File: src/rtl/aurora_traffic_gen.sv
// Per-lane AXI4-Stream frame generator and checker for an Aurora 64B66B channel.
// Optional build macro AURORA_TG_ERR_INJECT_EN adds i_err_inject.
module aurora_traffic_gen #(
  parameter int P_DATA_WIDTH = 64,
  parameter int P_FRAME_LEN  = 128,
  parameter int P_GAP_CYCLES = 4,
  parameter int P_CNT_WIDTH  = 32
) (
  input  logic                      i_clk,
  input  logic                      i_rst_n,
  input  logic                      i_enable,
  input  logic                      i_channel_up,
`ifdef AURORA_TG_ERR_INJECT_EN
  input  logic                      i_err_inject,
`endif
  output logic [P_DATA_WIDTH-1:0]   m_axi_tx_tdata,
  output logic [P_DATA_WIDTH/8-1:0] m_axi_tx_tkeep,
  output logic                      m_axi_tx_tlast,
  output logic                      m_axi_tx_tvalid,
  input  logic                      m_axi_tx_tready,
  input  logic [P_DATA_WIDTH-1:0]   s_axi_rx_tdata,
  input  logic [P_DATA_WIDTH/8-1:0] s_axi_rx_tkeep,
  input  logic                      s_axi_rx_tlast,
  input  logic                      s_axi_rx_tvalid,
  output logic [P_CNT_WIDTH-1:0]    o_tx_frame_cnt,
  output logic [P_CNT_WIDTH-1:0]    o_rx_frame_cnt,
  output logic [P_CNT_WIDTH-1:0]    o_err_cnt,
  output logic                      o_err,
  output logic                      o_rx_locked
);

  localparam int H  = P_DATA_WIDTH / 2;
  localparam int BW = 16;
  localparam logic [BW-1:0] LAST_BEAT = BW'(P_FRAME_LEN - 1);
  localparam logic [BW-1:0] GAP_LAST  = BW'(P_GAP_CYCLES - 1);

  typedef enum logic [1:0] {S_IDLE, S_SEND, S_GAP} tx_state_e;

  tx_state_e              state_q, state_d;
  logic [H-1:0]           tx_seq_q, tx_seq_d;
  logic [BW-1:0]          beat_q, beat_d;
  logic [BW-1:0]          gap_q, gap_d;
  logic [P_CNT_WIDTH-1:0] tx_cnt_q, tx_cnt_d;
  logic                   inj_q, inj_d;

  logic                   locked_q, locked_d;
  logic                   resync_q, resync_d;
  logic                   bad_q, bad_d;
  logic                   err_q, err_d;
  logic [H-1:0]           exp_seq_q, exp_seq_d;
  logic [BW-1:0]          exp_beat_q, exp_beat_d;
  logic [P_CNT_WIDTH-1:0] rx_cnt_q, rx_cnt_d;
  logic [P_CNT_WIDTH-1:0] err_cnt_q, err_cnt_d;

  logic         tx_xfer, tx_last, gap_done;
  logic [H-1:0] rx_s, rx_b;
  logic         hunting, mism, exp_last, len_err;
  logic [1:0]   n_err;
  logic         unused_rx_tkeep;

  function automatic logic [P_CNT_WIDTH-1:0] sat_add(input logic [P_CNT_WIDTH-1:0] a,
                                                     input logic [1:0] inc);
    logic [P_CNT_WIDTH:0] s;
    s = {1'b0, a} + {{(P_CNT_WIDTH-1){1'b0}}, inc};
    return s[P_CNT_WIDTH] ? '1 : s[P_CNT_WIDTH-1:0];
  endfunction

  assign unused_rx_tkeep = &s_axi_rx_tkeep;
  assign tx_xfer  = (state_q == S_SEND) & m_axi_tx_tready & i_channel_up;
  assign tx_last  = (beat_q == LAST_BEAT);
  assign gap_done = (gap_q == GAP_LAST);

  always_comb begin
    state_d = state_q;
    if (!i_channel_up) begin
      state_d = S_IDLE;
    end else begin
      case (state_q)
        S_IDLE: if (i_enable) state_d = S_SEND;
        S_SEND: begin
          if (tx_xfer && tx_last) begin
            if (P_GAP_CYCLES > 0) state_d = S_GAP;
            else                  state_d = i_enable ? S_SEND : S_IDLE;
          end
        end
        S_GAP:   if (gap_done) state_d = i_enable ? S_SEND : S_IDLE;
        default: state_d = S_IDLE;
      endcase
    end
  end

  // A dropped link abandons the partial frame but keeps tx_seq, so the frame is resent.
  always_comb begin
    tx_seq_d = tx_seq_q;
    beat_d   = beat_q;
    tx_cnt_d = tx_cnt_q;
    gap_d    = (state_q == S_GAP) ? gap_q + 1'b1 : '0;
    if (!i_channel_up) begin
      beat_d = '0;
    end else if (tx_xfer) begin
      if (tx_last) begin
        beat_d   = '0;
        tx_seq_d = tx_seq_q + 1'b1;
        tx_cnt_d = sat_add(tx_cnt_q, 2'd1);
      end else begin
        beat_d = beat_q + 1'b1;
      end
    end
`ifdef AURORA_TG_ERR_INJECT_EN
    inj_d = inj_q ? ~tx_xfer : i_err_inject;
`else
    inj_d = 1'b0;
`endif
  end

  always_comb begin
    m_axi_tx_tvalid = (state_q == S_SEND);
    m_axi_tx_tdata  = {tx_seq_q, H'(beat_q)};
    m_axi_tx_tdata[0] = m_axi_tx_tdata[0] ^ inj_q;
    m_axi_tx_tkeep  = m_axi_tx_tvalid ? '1 : '0;
    m_axi_tx_tlast  = m_axi_tx_tvalid & tx_last;
  end

  assign rx_s     = s_axi_rx_tdata[P_DATA_WIDTH-1:H];
  assign rx_b     = s_axi_rx_tdata[H-1:0];
  assign hunting  = ~locked_q | resync_q;
  assign mism     = (rx_s != exp_seq_q) | (rx_b != H'(exp_beat_q));
  assign exp_last = (exp_beat_q == LAST_BEAT);
  assign len_err  = s_axi_rx_tlast ^ exp_last;
  assign n_err    = {1'b0, mism} + {1'b0, len_err};

  always_comb begin
    locked_d   = locked_q;
    resync_d   = resync_q;
    bad_d      = bad_q;
    err_d      = err_q;
    exp_seq_d  = exp_seq_q;
    exp_beat_d = exp_beat_q;
    rx_cnt_d   = rx_cnt_q;
    err_cnt_d  = err_cnt_q;
    if (!i_channel_up) begin
      locked_d = 1'b0;
      resync_d = 1'b0;
      bad_d    = 1'b0;
    end else if (s_axi_rx_tvalid) begin
      if (hunting) begin
        if (rx_b == '0) begin
          locked_d = 1'b1;
          resync_d = 1'b0;
          bad_d    = 1'b0;
          if (P_FRAME_LEN == 1) begin
            exp_seq_d  = rx_s + 1'b1;
            exp_beat_d = '0;
            if (s_axi_rx_tlast) rx_cnt_d = sat_add(rx_cnt_q, 2'd1);
          end else begin
            exp_seq_d  = rx_s;
            exp_beat_d = BW'(1);
          end
        end
      end else begin
        err_cnt_d = sat_add(err_cnt_q, n_err);
        err_d     = err_q | (n_err != 2'd0);
        if (s_axi_rx_tlast) begin
          if (!bad_q && n_err == 2'd0) rx_cnt_d = sat_add(rx_cnt_q, 2'd1);
          exp_beat_d = '0;
          exp_seq_d  = exp_seq_q + 1'b1;
          bad_d      = 1'b0;
        end else if (exp_last) begin
          // Missing tlast: wait for the next beat-0 to realign.
          resync_d = 1'b1;
          bad_d    = 1'b0;
        end else begin
          exp_beat_d = exp_beat_q + 1'b1;
          bad_d      = bad_q | mism;
        end
      end
    end
  end

  always_ff @(posedge i_clk or negedge i_rst_n) begin
    if (!i_rst_n) begin
      state_q    <= S_IDLE;
      tx_seq_q   <= '0;
      beat_q     <= '0;
      gap_q      <= '0;
      tx_cnt_q   <= '0;
      inj_q      <= 1'b0;
      locked_q   <= 1'b0;
      resync_q   <= 1'b0;
      bad_q      <= 1'b0;
      err_q      <= 1'b0;
      exp_seq_q  <= '0;
      exp_beat_q <= '0;
      rx_cnt_q   <= '0;
      err_cnt_q  <= '0;
    end else begin
      state_q    <= state_d;
      tx_seq_q   <= tx_seq_d;
      beat_q     <= beat_d;
      gap_q      <= gap_d;
      tx_cnt_q   <= tx_cnt_d;
      inj_q      <= inj_d;
      locked_q   <= locked_d;
      resync_q   <= resync_d;
      bad_q      <= bad_d;
      err_q      <= err_d;
      exp_seq_q  <= exp_seq_d;
      exp_beat_q <= exp_beat_d;
      rx_cnt_q   <= rx_cnt_d;
      err_cnt_q  <= err_cnt_d;
    end
  end

  assign o_tx_frame_cnt = tx_cnt_q;
  assign o_rx_frame_cnt = rx_cnt_q;
  assign o_err_cnt      = err_cnt_q;
  assign o_err          = err_q;
  assign o_rx_locked    = locked_q;

endmodule

File: config.mk
export PLATFORM = sky130hd
export DESIGN_NAME = aurora_traffic_gen
export DESIGN_NICKNAME = d
export VERILOG_FILES = /design/src/rtl/aurora_traffic_gen.sv
export SDC_FILE = /design/constraint.sdc
export NUM_CORES = 1
export LEC_CHECK = 0
export BUFFER_PORTS_ARGS = -buffer_cell sky130_fd_sc_hd__buf_2
export CORE_MARGIN = 4
export CORE_UTILIZATION = 48
export DETAILED_ROUTE_END_ITERATION = 16
export PLACE_DENSITY = 0.71
export REMOVE_ABC_BUFFERS = 1
export SLEW_MARGIN = 20
export SYNTH_ARGS = -nofsm -noshare
export SYNTH_HDL_FRONTEND = slang
export SYNTH_SLANG_ARGS = --single-unit
File: constraint.sdc
create_clock -name i_clk -period 4.9 [get_ports i_clk]
set_input_delay 0.98 -clock i_clk [delete_from_list [all_inputs] [get_ports i_clk]]
set_output_delay 0.98 -clock i_clk [all_outputs]
set_load 0.02 [all_outputs]
==> Word-level counts from Yosys, hierarchy flattened <==
Cells that the tools add are included.
{ "totals": {"in_bits": 79, "ff_bits": 214, "mem_bits_ro": 0, "mem_count": 0, "out_inout_bits": 172, "ramBits": 0, "word_cells": 104, "latchBits": 0} }
{ "classes": {"n_eq_ne": 19, "reduce_logical": 17, "mul": 0, "n_addsub": 9, "bitwise": 10, "n_shift": 0, "muxes": 36, "order_cmp": 0, "n_div": 0} }
{ "op_table": {"columns": ["op", "count"], "rows": [
  ["32-bit 2-to-1 mux", 6],
  ["16-bit 2-to-1 mux", 8],
  ["32-bit by 1-bit adder with 33-bit output, second input constant", 2],
  ["32-bit by 1-bit adder with 32-bit output, second input constant", 2],
  ["16-bit by 1-bit adder with 16-bit output, second input constant", 3],
  ["32-bit by 2-bit adder with 33-bit output", 1],
  ["16-bit by 7-bit equality test with 1-bit output, second input constant", 2],
  ["32-bit logical NOT", 1],
  ["32-bit by 16-bit != test with 1-bit output", 1],
  ["32-bit != test", 1],
  ["16-bit by 2-bit equality test with 1-bit output, second input constant", 1],
  ["1-bit 2-to-1 mux", 16],
  ["3-bit AND reduction", 4],
  ["4-bit AND reduction", 3],
  ["2-bit by 1-bit != test with 1-bit output, second input constant", 5],
  ["3-bit by 2-bit != test with 1-bit output, second input constant", 3],
  ["3-bit != test, second input constant", 3],
  ["2-bit 2-to-1 mux", 4],
  ["8-bit 2-to-1 mux", 1],
  ["2-bit one-hot mux with 3 select lines", 1],
  ["5-bit AND reduction", 1],
  ["2-bit logical NOT", 2],
  ["1-bit bitwise OR", 4],
  ["2-bit nonzero test", 2],
  ["other kinds (10)", 14]
]} }

==> Logic depth before layout (Yosys ltp) <==
Gate-level depths: netlist of the first run.
{ "depth": {"depth_word": 8, "mapped_depth": 15, "ltp_nobuf": 14} }

==> Worst setup path before layout of the first run <==
Ideal clock, no wire load.
{ "synth_path": {"path_kind": "input to register", "from": "input s_axi_rx_tlast", "to": "register err_cnt_q[14], in the netlist o_err_cnt[14]", "path_slack_ns": 0.863, "arrival_time_ns": 3.903, "required_ns": 4.766, "path_stages": 15, "path_cell_list": "clkbuf_1 -> nor4_1 -> nand4_1 -> clkbuf_1 -> nand2_1 -> inv_1 -> ha_1 -> ha_1 -> inv_1 -> fa_1 -> nor3_1 -> clkbuf_1 -> or4b_2 -> xnor2_1 -> nand2_1"} }
{ "synth_between": {"elab_chain_cells": 4} }
{ "synth_lines": {"columns": ["element", "line", "source"], "rows": [
  ["from (decl)", "23", "input logic s_axi_rx_tlast,"],
  ["1-bit XOR", "129", "assign len_err = s_axi_rx_tlast ^ exp_last;"],
  ["1-bit by 1-bit adder with 2-bit output", "130", "assign n_err = {1'b0, mism} + {1'b0, len_err};"],
  ["32-bit by 2-bit adder with 33-bit output", "64", "s = {1'b0, a} + {{(P_CNT_WIDTH-1){1'b0}}, inc};"],
  ["32-bit 2-to-1 mux", "65", "return s[P_CNT_WIDTH] ? '1 : s[P_CNT_WIDTH-1:0];"],
  ["to (signal assigned)", "210", "err_cnt_q <= err_cnt_d;"],
  ["to (decl)", "53", "logic [P_CNT_WIDTH-1:0] err_cnt_q, err_cnt_d;"]
]} }
No other way between the ends.
A chain may end at the register's enable or synchronous reset.

==> Final worst setup path of the first run <==
{ "layout_path": {"from": "input s_axi_rx_tdata[51]", "to": "register err_cnt_q[1], in the netlist o_err_cnt[1]"} }
{ "layout_between": {"elab_chain_cells": 5} }
{ "layout_lines": {"columns": ["element", "line", "source"], "rows": [
  ["from (decl)", "21", "input logic [P_DATA_WIDTH-1:0] s_axi_rx_tdata,"],
  ["32-bit != test", "127", "assign mism = (rx_s != exp_seq_q) | (rx_b != H'(exp_beat_q));"],
  ["1-bit bitwise OR", "127", null],
  ["1-bit by 1-bit adder with 2-bit output", "130", null],
  ["32-bit by 2-bit adder with 33-bit output", "64", null],
  ["32-bit 2-to-1 mux", "65", null]
]} }
No other way between the ends.

==> reports/metrics.yaml, run 1 <==
status: "finished clean"
p_leak_nw: 6.83
pin_count: 251
rr_worst_depth: 14
synthDistinctLibCells: 67
seqPwrFrac_pct: 46.0
cts_root_buffer: "clkbuf_16"
hold_viol: 0
cts_tree: "done"
drt.antenna.violating_nets: 0
grt_pass1_wl_um: 53100
core.rowCount: 57
p_int_mw: 3.03
p_comb_share_pct: 5.2
final_max_slew_viol_count: 0
arrival_ns: 4.28
tns_ns: 0
r2r_start: "exp_seq_q[19]"
dieHeight_um: 167
synth_flop_cell: "dfrtp_1"
hp-start: "gap_q[0]"
drc: 0
crit_path_end_kind: "flip-flop"
worst_skew_pair.late_latency_ns: 0.51
p_switching_uw: 898
cts_num_sinks: 214
final_cells: 1894
dp.cells: 1849
finalNetCount: 1643
antenna_found_initial: 3
synth_edf_count: 0
cap_violations: 0
drtIter0Drc: 1006
clock_power_share_pct: 48.8
mostFrequentLayoutCells: "buf_2, dfrtp_1, nand2_1"
synthToLayoutAreaGrowth_pct: 18.0
p_sw_share_pct: 22.9
wl_per_cell_um: 17.0
ir_drop_v: 0.000283
cts_buffer_depth: 3
period_share_pct: 78.9
syn_area_um2: 12100
tightest_slew_ns: 1.12
crit_type: "input pin to flip-flop"
relSlewSlack_pct: 25.4
core-area_um2: 24500
ys_ff_latch: 214
max_freq_mhz: 259
ys_async_sr_fraction_pct: 100
reg2reg_setup_slack_ns: 1.15
whs_endpoint: "gap_q[0]"
portBuffers: 226
final_layout_size_suffix_gt1_share_pct: 18.7
post-cts-setup-buffer-count: 0
yosysWarningCount: 0
start_util_pct: 49.3
wirelength_um: 32200
r2r_end: "o_err_cnt[1]"
setup_viol: 0
h-tree-depth: 1
worstSetupStartpointType: "input pin"
synth.avg_cell_area_um2: 8.93
n_antenna_cell: 0
globalplace.congestion: 0.879
rsz0062_at_grt: "no"
cts_buffers: 25
syn_inst: 1354
dr.pass1.iters: 5
skew_ns: 0.0105
fillerInstances: 2218
post_cts_resized: 0
track_usage_pct: 22.4
period_minus_slack_ns: 3.87
power.density_nw_per_um2: 275
grt_max_degree: 113
vias: 11000
die_w_um: 167
hold_class: "flip-flop to flip-flop"
post-dp-hpwl_um: 22900
postCtsHoldBufs: 0
grt_overflow: 0
path_clk_slew_ns: 0.06
viasPerCell: 5.80
die_area_um2: 27800
seq_area_frac_synth_pct: 44.3
cp_max_fo: 14
crit_required_ns: 5.31
hold_path_depth: 1
grt_pass1_vias: 10300
final_common_cell: "buf_2"
-- sequential cells by signal (all words and copies together) (netlist names) --
| register | flops |
|---|---|
| beat_q | 16 |
| bad_q | 1 |
| resync_q | 1 |
| state_q | 2 |
| o_rx_frame_cnt | 32 |
| exp_beat_q | 16 |
| o_tx_frame_cnt | 32 |
| gap_q | 16 |
| exp_seq_q | 32 |
| o_rx_locked | 1 |
| o_err | 1 |
| o_err_cnt | 32 |
| tx_seq_q | 32 |
-- synth_stat cells, drive strengths merged (3+ instances only) --
| cell | instances | area [um^2] |
|---|---|---|
| or4 | 8 | 67.6 |
| and3 | 33 | 206 |
| nand3 | 99 | 495 |
| and4 | 25 | 219 |
| xnor2 | 106 | 928 |
| nand2 | 171 | 642 |
| nand4 | 70 | 438 |
| o22a | 7 | 61.3 |
| a31oi | 23 | 144 |
| nand4b | 5 | 43.8 |
| nor2b | 6 | 37.5 |
| o21a | 3 | 22.5 |
| a21oi | 64 | 320 |
| nor3 | 36 | 180 |
| inv | 40 | 150 |
| o32ai | 3 | 26.3 |
| o31ai | 9 | 67.6 |
| mux2i | 4 | 40.0 |
| o21ai | 40 | 200 |
| or3 | 21 | 131 |
| clkbuf | 58 | 218 |
| ha | 11 | 138 |
| o22ai | 9 | 56.3 |
| a22oi | 3 | 22.5 |
| and2 | 11 | 68.8 |
| mux2 | 4 | 45.0 |
| nand2b | 8 | 50.1 |
| dfrtp | 214 | 5360 |
| buf | 28 | 204 |
| nor4 | 42 | 263 |
| xor2 | 60 | 526 |
| nor2 | 91 | 342 |
| a2bb2oi | 4 | 35.0 |
-- metal layers --
metal	track usage, %	part of all wire [%]
met1	31.2	44
met2	36.0	46
met3	4.67	6.8
met4	5.76	2.7
met5	0	0.099
-- cell families (layout without fill, tap and decap cells) --
logic type                 count (synthesis)  count (layout)  share of synthesized area [%]
xor gates and xnor gates                 166             166                           12.0
buffers and inverters                    127             328                           4.76
muxes                                      8               8                          0.704
other                                      1              16                         0.0310
and+or+nand+nor                          639             639                           27.3
adders and majority gates                 13              13                           1.39
AOI/OAI and AO/OA                        186             186                           9.45
DFF                                      214             214                           44.3
-- worst max-delay path by stage --
| stage | startpoint | endpoint | slack (ns) |
|---|---|---|---|
| finish | s_axi_rx_tdata[51] | o_err_cnt[1] | 1.03 |
| global route | s_axi_rx_tdata[25] | o_err_cnt[1] | 0.70 |
| CTS | s_axi_rx_tdata[51] | o_err_cnt[1] | 1.02 |
| detailed placement | s_axi_rx_tdata[51] | o_err_cnt[1] | 0.49 |
| global placement | s_axi_rx_tdata[25] | o_err_cnt[1] | 0.54 |
| floorplan | s_axi_rx_tdata[26] | exp_seq_q[27] | -0.30 |
-- worst max-delay path, stage by stage --
cell,delay (ns)
buf_2,0.11
xnor2_1,0.26
nand4_1,0.17
nor4_1,0.32
and4_1,0.36
ha_1,0.18
ha_1,0.16
inv_1,0.05
fa_1,0.38
nor3_1,0.39
buf_4,0.21
and3_1,0.23
nand4_1,0.14
buf_4,0.21
o211ai_1,0.11
-- power by group through the flow --
stage          registers, mW  logic [mW]  clock network (mW)
5_1_grt                 1.81       0.228                2.03
4_1_cts                 1.81       0.208                1.96
2_1_floorplan           1.84      0.0919                   0
3_5_place_dp            1.84       0.207                   0
3_3_place_gp            1.84       0.204                   0
6_report                1.81       0.205                1.91
-- stage by stage --
step | setup slack, ns | power [mW] | hold WS, ns | cell area, um^2 | utilization (%)
final | 1.03 | 3.93 | 0.461 | 14300 | 58.1
after global routing | 0.698 | 4.07 | 0.490 | 14300 | 58.1
after CTS | 1.02 | 3.97 | 0.462 | 14300 | 58.1
after detailed placement | 0.488 | 2.04 | 0.454 | 13400 | 54.7
after global placement | 0.545 | 2.04 | 0.448 | 13400 | 54.7
after floorplan | -0.301 | 1.93 | 0.433 | 11700 | -
-- layout make-up --
| class | instances | area, um^2 | share of cell area [%] |
|---|---|---|---|
| Clock buffer | 36 | 717 | 5.03 |
| Clock inverter | 9 | 125 | 0.877 |
| Inverter | 41 | 154 | 1.08 |
| Multi-Input combinational cell | 1028 | 6240 | 43.7 |
| Sequential cell | 214 | 5360 | 37.5 |
| Tap cell | 324 | 405 | 2.84 |
| Timing Repair Buffer | 242 | 1270 | 8.93 |
Note: power is estimated with default switching activity, not from simulation.
==> inputs of run 2 (changes only) <==
==> constraint.sdc (replaced) <==
create_clock -name i_clk -period 3.66 [get_ports i_clk]
set_input_delay 0.732 -clock i_clk [delete_from_list [all_inputs] [get_ports i_clk]]
set_output_delay 0.732 -clock i_clk [all_outputs]
set_load 0.02 [all_outputs]
==> run 2 against run 1 <==
- routed wire length grew 1.8%
- combinational power is 45% higher
- flip-flop and latch count stayed put
- clock power increased by 30%
- non-clock buffer count is 37 higher
- final area increased by 2.2%
- total power up 32%
- first-iteration DRC count shrank 22%
- core utilization increased by 1.3 points
- sequential share of layout area is 0.79 points lower
- via count grew 0.68%
- critical path type is now flip-flop to flip-flop
- largest power group unchanged
- highest routed layer unchanged
==> reports/metrics.yaml, run 2 (synthesis gave the netlist of run 1 again) <==
cp_max_fo: 3
final_common_cell: "buf_2"
path_clk_slew_ns: 0.06
antenna_found_initial: 3
multi_input_area_um2: 6270
cts_tree: "done"
start_util_pct: 49.3
finalNetCount: 1680
hold_class: "input pin to asynchronous set/reset pin"
wirelength_um: 32800
period_share_pct: 96.5
period_minus_slack_ns: 3.53
post_cts_resized: 0
dr.pass1.iters: 5
worst_skew_pair.late_latency_ns: 0.53
die_area_um2: 27800
viasPerCell: 5.73
skew_ns: 0.0145
grt_max_degree: 89
seqCellArea_um2: 5360
crit_type: "flip-flop to flip-flop"
cts_root_buffer: "clkbuf_16"
drtIter0Drc: 789
power.density_nw_per_um2: 356
ir_drop_v: 0.000278
rr_worst_depth: 13
fillerInstances: 2190
max_freq_mhz: 283
final_max_slew_viol_count: 0
drc: 0
pin_count: 251
vias: 11100
arrival_ns: 3.92
globalplace.congestion: 0.904
status: "finished clean"
die_w_um: 167
r2r_end: "o_err_cnt[14]"
portBuffers: 226
reg2reg_setup_slack_ns: 0.13
synthToLayoutAreaGrowth_pct: 20.6
post-dp-hpwl_um: 23600
grt_pass1_wl_um: 54800
cap_violations: 0
core.rowCount: 57
tightest_slew_ns: 0.951
dp.cells: 1886
track_usage_pct: 23.0
r2r_start: "exp_seq_q[27]"
grt_pass1_vias: 10800
h-tree-depth: 1
wl_per_cell_um: 17.0
mostFrequentLayoutCells: "buf_2, dfrtp_1, nand2_1"
cts_buffers: 25
p_leak_nw: 7.02
postCtsHoldBufs: 0
cts_buffer_depth: 3
grt_overflow: 0
post-cts-setup-buffer-count: 0
drt.antenna.violating_nets: 0
relSlewSlack_pct: 36.5
cts_num_sinks: 214
hold_viol: 0
dieHeight_um: 167
setup_viol: 0
tns_ns: 0
crit_path_end_kind: "flip-flop"
final_cells: 1928
worstSetupStartpointType: "flip-flop"
final_layout_size_suffix_gt1_share_pct: 21.1
crit_required_ns: 4.05
core-area_um2: 24500
[run 2: layout make-up]
type	count	area share, %
repair buffers	279	10.8
inverters	41	1.06
multi-input cells	1028	43.0
clock inverters	7	0.635
well taps	324	2.78
clock buffers	34	4.93
diodes	1	0.0172
flip-flops and latches	214	36.7
[run 2: layer usage]
layer / global-route usage [%] / up-vias / wire length [um]
met5: 0 / - / 21
met4: 7.58 / 4 / 1150
met3: 4.57 / 88 / 2350
met2: 37.6 / 412 / 15300
met1: 30.9 / 5283 / 13900
li1: - / 5265 / -
[run 2: how the worst max path moves through the flow]
stage | slack, ns | cells past startpoint | startpoint | to
floorplan | -1.29 | 5 | s_axi_rx_tdata[26] | exp_seq_q[27]
global placement | -0.40 | 14 | s_axi_rx_tdata[42] | o_err_cnt[14]
detailed placement | -0.38 | 14 | s_axi_rx_tdata[42] | o_err_cnt[14]
CTS | 0.05 | 13 | exp_seq_q[10] | o_err_cnt[14]
global route | -0.05 | 13 | exp_seq_q[27] | o_err_cnt[14]
finish | 0.13 | 13 | exp_seq_q[27] | o_err_cnt[14]
[run 2: worst max-delay path, stage by stage (launching register included)]
cell and delay (ns):
dfrtp_1 0.41, xnor2_1 0.29, nand4_1 0.15, nor4_2 0.35, and4_4 0.30, ha_1 0.14
ha_1 0.16, inv_1 0.05, fa_1 0.40, nor3_2 0.19, buf_4 0.13, or4b_2 0.61
xnor2_2 0.15, nand2_1 0.06
[run 2: per-stage QoR]
step | util (%) | power, mW | hold WS, ns | setup WS, ns | instance area [um^2]
floorplan | - | 2.58 | 0.433 | -1.29 | 11700
global placement | 56.0 | 2.75 | 0.451 | -0.404 | 13700
detailed placement | 56.0 | 2.75 | 0.463 | -0.385 | 13700
CTS | 59.3 | 5.26 | 0.152 | 0.0451 | 14500
global route | 59.4 | 5.38 | 0.183 | -0.0509 | 14600
finish | 59.4 | 5.19 | 0.149 | 0.130 | 14600
[run 2: power breakdown]
group / total (mW) / leakage, nW / switching, mW / internal [mW]
clock network: 2.48 / 0.403 / 0.977 / 1.50
logic: 0.298 / 3.71 / 0.182 / 0.116
registers: 2.41 / 2.91 / 0.0273 / 2.39
